==> src/rtl/fetch_buffer.sv <==
// Instruction fetch stage: owns the fetch PC, issues in-order word requests, queues {pc, inst} for the decoder.
// Latency: response to out_valid 1 cycle (0 cycles with FETCH_BYPASS_EN defined); redirect to first request 1 cycle.
// Backpressure: out_ready low fills the FIFO; requests stop once FIFO count plus live requests reaches DEPTH.
module fetch_buffer #(
    parameter int          DEPTH           = 4,
    parameter int          MAX_OUTSTANDING = 2,
    parameter logic [31:0] RESET_PC        = 32'h0000_0000
) (
    input  logic        clk,
    input  logic        rst,
    input  logic        redirect_valid,
    input  logic [31:0] redirect_pc,
    input  logic        fetch_halt,
    output logic        imem_req_valid,
    input  logic        imem_req_ready,
    output logic [31:0] imem_req_addr,
    input  logic        imem_resp_valid,
    input  logic [31:0] imem_resp_data,
    output logic        out_valid,
    input  logic        out_ready,
    output logic [31:0] out_inst,
    output logic [31:0] out_pc
);

    localparam int PTR_W  = (DEPTH > 1) ? $clog2(DEPTH) : 1;
    localparam int CNT_W  = $clog2(DEPTH + 1);
    localparam int CNT_W1 = CNT_W + 1;
    localparam int OUT_W  = $clog2(MAX_OUTSTANDING + 1);

    localparam logic [CNT_W:0]   DEPTH_SUM = CNT_W1'(DEPTH);
    localparam logic [OUT_W-1:0] MAX_OUT   = OUT_W'(MAX_OUTSTANDING);

    typedef struct packed {
        logic [31:0] pc;
        logic [31:0] inst;
    } entry_t;

    entry_t           fifo_mem [DEPTH];
    entry_t           head;
    logic [PTR_W-1:0] wr_ptr;
    logic [PTR_W-1:0] rd_ptr;
    logic [CNT_W-1:0] count;

    logic [31:0]      fetch_pc;
    logic [31:0]      resp_pc;
    logic [31:0]      redirect_base;
    logic [OUT_W-1:0] outstanding;
    logic [OUT_W-1:0] stale;
    logic [OUT_W-1:0] live;
    logic [CNT_W:0]   credit_used;

    logic req_fire;
    logic resp_fire;
    logic resp_live;
    logic fifo_empty;
    logic fifo_push;
    logic fifo_pop;
`ifdef FETCH_BYPASS_EN
    logic bypass_vld;
`endif

    // Low address bits of a redirect target are not meaningful for word fetch.
    assign redirect_base = redirect_pc & ~32'h3;

    // Credit: requests whose data is still coming back and will be kept count against FIFO space,
    // so a live response can always be pushed without an overflow check.
    assign live        = outstanding - stale;
    assign credit_used = {1'b0, count} + CNT_W1'(live);

    assign imem_req_valid = !rst && !fetch_halt && !redirect_valid
                          && (outstanding < MAX_OUT)
                          && (credit_used < DEPTH_SUM);
    assign imem_req_addr  = fetch_pc;
    assign req_fire       = imem_req_valid && imem_req_ready;

    // A response with nothing in flight belongs to a request issued before reset; ignore it.
    assign resp_fire  = imem_resp_valid && (outstanding != '0);
    assign resp_live  = resp_fire && (stale == '0);
    assign fifo_empty = (count == '0);
    assign head       = fifo_mem[rd_ptr];

    // Decoder-facing outputs and FIFO push/pop decisions
    always_comb begin
        out_valid = 1'b0;
        out_inst  = '0;
        out_pc    = '0;
        fifo_push = 1'b0;
        fifo_pop  = 1'b0;
`ifdef FETCH_BYPASS_EN
        bypass_vld = fifo_empty && resp_live && !redirect_valid;
        if (!fifo_empty) begin
            out_valid = 1'b1;
            out_inst  = head.inst;
            out_pc    = head.pc;
        end else if (bypass_vld) begin
            out_valid = 1'b1;
            out_inst  = imem_resp_data;
            out_pc    = resp_pc;
        end
        // A word consumed straight off the response bus never enters the FIFO.
        fifo_push = resp_live && !(bypass_vld && out_ready);
        fifo_pop  = !fifo_empty && out_ready;
`else
        if (!fifo_empty) begin
            out_valid = 1'b1;
            out_inst  = head.inst;
            out_pc    = head.pc;
        end
        fifo_push = resp_live;
        fifo_pop  = !fifo_empty && out_ready;
`endif
    end

    // Fetch PC, response PC and in-flight/stale request tracking
    always_ff @(posedge clk) begin
        if (rst) begin
            fetch_pc    <= RESET_PC;
            resp_pc     <= RESET_PC;
            outstanding <= '0;
            stale       <= '0;
        end else begin
            outstanding <= outstanding + OUT_W'(req_fire) - OUT_W'(resp_fire);
            if (redirect_valid) begin
                fetch_pc <= redirect_base;
                resp_pc  <= redirect_base;
                // Everything still in flight after this cycle predates the redirect.
                stale    <= outstanding - OUT_W'(resp_fire);
            end else begin
                if (req_fire) begin
                    fetch_pc <= fetch_pc + 32'd4;
                end
                if (resp_live) begin
                    resp_pc <= resp_pc + 32'd4;
                end
                if (resp_fire && (stale != '0)) begin
                    stale <= stale - OUT_W'(1);
                end
            end
        end
    end

    // FIFO pointers and occupancy; a redirect empties the queue and discards any pop
    always_ff @(posedge clk) begin
        if (rst || redirect_valid) begin
            wr_ptr <= '0;
            rd_ptr <= '0;
            count  <= '0;
        end else begin
            if (fifo_push) begin
                wr_ptr <= wr_ptr + PTR_W'(1);
            end
            if (fifo_pop) begin
                rd_ptr <= rd_ptr + PTR_W'(1);
            end
            count <= count + CNT_W'(fifo_push) - CNT_W'(fifo_pop);
        end
    end

    // FIFO storage; contents are only observed through count, so no reset is needed
    always_ff @(posedge clk) begin
        if (fifo_push) begin
            fifo_mem[wr_ptr] <= {resp_pc, imem_resp_data};
        end
    end

endmodule

==> config.mk <==
export PLATFORM = sky130hd
export DESIGN_NAME = fetch_buffer
export DESIGN_NICKNAME = d
export VERILOG_FILES = /design/src/rtl/fetch_buffer.sv
export SDC_FILE = /design/constraint.sdc
export NUM_CORES = 1
export LEC_CHECK = 0
export ABC_CLOCK_PERIOD_IN_PS = 3100
export BUFFER_PORTS_ARGS = -buffer_cell sky130_fd_sc_hd__buf_4
export CORE_MARGIN = 2
export CORE_UTILIZATION = 52
export DETAILED_ROUTE_END_ITERATION = 12
export PLACE_DENSITY = 0.81
export SLEW_MARGIN = 30
export SYNTH_ARGS = -nofsm -noshare
export SYNTH_HDL_FRONTEND = slang
export SYNTH_SLANG_ARGS = --single-unit
==> constraint.sdc <==
create_clock -name clk -period 3.1 [get_ports clk]
set_input_delay 0.31 -clock clk [delete_from_list [all_inputs] [get_ports clk]]
set_output_delay 0.31 -clock clk [all_outputs]
set_load 0.005 [all_outputs]
==> impl_results.md <==
- Crit end category: register
- Initial core utilization: 53.13%
- Area after DPL: 15,110 µm²
- Simple-gate share of the synthesized area: 11.49%
- Cell area after synthesis: 13,460 µm²
- Fmax: 366.5 MHz
- Vias: 8,342
- Wirelength per Cell: 19.91 µm
- Fin. max-slew vios: 0
- Unrepaired setup endpoints after global routing: false
- Total power: 10,160 µW
- Post-route ant nets: 0
- Area Growth Syn to Fin: 22.15%
- Avg Vias per Cell: 5.765
- DR DRC count: 0
- Slew at the pin closest to its max-slew limit: 0.7089 ns
- Fraction of layout cells with a size suffix above 1: 28.74%
- # Post-CTS Setup Buffers: 0
- Mapped Avg Cell Area: 15.05 µm²
- Setup TNS: 0 ns
- Final wirelength: 28,810 µm
- CP Class: reg -> reg
- Clock transition at the registers of the reported paths: 0.06 ns
- Fraction of registers with async set/reset: 0%
- EDFF count, synth: 248
- Design Area, Final: 16,440 µm²
- Final setup fails: 0
- Die area: 27,180 µm²
- Final min period: 2.729 ns
- Status: completed
- Utilization after layout: 64.90%
- Tcrit/Tclk final: 88.03%
- Post-Synthesis Cells: 894
- CTS sink count: 321
- CTS max path bufs: 3
- Final hold vios: 0
- Cells after DPL: 1,358
- DRT Pass-1 Iters: 5
- Antenna violations before repair: 0
- Core area: 25,330 µm²
- Fill count: 1,743
- Largest net degree at the start of global routing: 64
- Sequential cell area: 8914 µm²
- Netlist cell types: 55
- Critical-path maximum fanout: 14
- VDD IR max: 0.0004600 V
- Max_cap viols: 0
- Ant. Diodes: 0
- PortBufs: 162
- CP startpoint kind: register
- Final layout net count: 1,179
- Dpl hpwl: 18,060 µm
- Register area share after synthesis: 66.20%
- Min-Delay Path Class: in -> reg
- Post-synthesis mux area share: 10.62%
- Post-Layout Cell Count: 1,447
- CP required: 3.51 ns
- Post-synthesis compound-gate area fraction: 5.105%
- Relative slew slack: 52.34%
- #FFs+latches synth: 321
- First-pass GRT wire length: 44,250 µm
- XOR/XNOR Fraction of Synth Area: 2.734%
- Htree depth: 1
- Post-Synth Adder-Cell Area: 1.450%
- Final Wtd Congestion: 0.8883
- Die Ht: 164.9 µm
- Die width: 164.9 µm
- CTS buffer count: 31
- Area of the multi-input gates: 4247 µm²
- GRT Total Usage: 21.08%
- Num rows: 58
- CTS tree: built
- Clk root buf: clkbuf_16
- First DRT Iteration DRCs: 728
- Worst clock skew: 0.01189 ns
- Largest family of logic cells by synthesized area: simple AND/OR/NAND/NOR gates
- Number of global-route vias before repair: 8,234
- Worst Path Arrival: 3.14 ns
- I/O Pins: 169
- Pwr/cell area: 618.2 nW/µm²
- Synth warnings: 0
- Total congestion overflow: 0
- Leakage: 0.005784 µW
- Clk_lat worst skew: 0.54 ns
- Ys flop type: edfxtp_1
-- flip-flops by register name, summed over array words and instances, names as in the netlist, named ones only --
register / flops
stale: 2
count: 3
wr_ptr: 2
rd_ptr: 2
outstanding: 2
imem_req_addr: 30
fifo_mem: 248
resp_pc: 30
-- worst paths after layout --
| kind | start | end | slack, ns | cells past startpoint |
|---|---|---|---|---|
| worst max-delay path | outstanding[0] | outstanding[1] | 0.37 | 14 |
| worst min-delay path | redirect_pc[6] | resp_pc[6] | 0.04 | 3 |
| worst max register to register | outstanding[0] | outstanding[1] | 0.37 | 14 |
| worst min register to register | wr_ptr[1] | wr_ptr[1] | 0.51 | 2 |
-- layout make-up --
cell class / instances / share of cell area [%]
clock buffers: 50 / 5.816
multi-input cells: 503 / 25.84
clock inverters: 7 / 0.2893
flip-flops and latches: 321 / 54.23
inverters: 21 / 0.4796
well taps: 330 / 2.512
repair buffers: 215 / 10.84
-- layer usage --
layer / up-vias / GRT usage (%) / part of all wire (%)
met5: - / 0 / 0
met4: 0 / 4.269 / 1.6
met3: 47 / 3.566 / 8.7
met2: 378 / 35.36 / 48
met1: 4099 / 29.39 / 42
li1: 3818 / - / -
-- power breakdown --
part | total [µW] | switching [µW] | internal (µW)
combinational | 1440 | 710 | 735
sequential | 5100 | 170 | 4930
clock | 3610 | 1510 | 2100
-- Yosys cell counts (13+ instances only) --
cell        n  share of area [%]
edfxtp_1  248                 55
dfxtp_1    73                 11
and2_1     71                3.3
mux4_2     62                 10
nand2_1    51                1.4
nor2_1     40                1.1
clkbuf_1   30               0.84
a21oi_1    27                1.0
a31oi_1    25                1.2
xor2_1     24                1.6
nand3_1    21               0.78
inv_1      20               0.56
xnor2_1    18                1.2
a211oi_1   17               0.95
nand4_1    17               0.79
o21ai_0    15               0.56
ha_1       14                1.3
and3_1     13               0.60
-- placed cells by master, fill, tap and decap left out, types with 21 or more instances in the layout --
cell type and n:
a21oi_1 27, a31oi_1 25, and2_1 67, buf_4 176, clkbuf_16 32, dfxtp_1 71
dlygate4sd3_1 32, edfxtp_1 248, mux4_2 62, nand2_1 51, nand3_1 21, nor2_1 40
xor2_1 24
-- cells by family after synthesis --
| group | count (synthesis) |
|---|---|
| mux | 65 |
| compound gates | 108 |
| xor+xnor | 42 |
| flops | 321 |
| buf+inv | 73 |
| other cells | 1 |
| simple gates | 269 |
| fa+ha+maj | 15 |
-- per-stage QoR --
stage | setup WS (ns) | hold WS (ns)
detailed placement | 0.3762 | 0.5013
CTS | 0.3502 | 0.01981
global route | 0.1620 | 0.03111
global placement | 0.4147 | 0.4806
floorplan | 0.2226 | 0.4089
finish | 0.3712 | 0.04253
-- repair_timing --
action | CTS | global route
endpoints found under the hold margin | 128 | 0
gates resized for setup | 0 | 0
hold buffers | 32 | 0
-- critical path, stage by stage, from the launching register on --
cell     delay, ns
dfxtp_1       0.42
inv_1         0.09
ha_1          0.21
xnor2_1       0.13
xnor2_1       0.13
ha_1          0.19
nor4_2        0.18
and4_1        0.27
inv_2         0.12
ha_1          0.29
inv_1         0.04
ha_1          0.17
xor2_1        0.16
xnor2_1       0.14
nor2_1        0.05
Power figures use the tool's default switching activity.
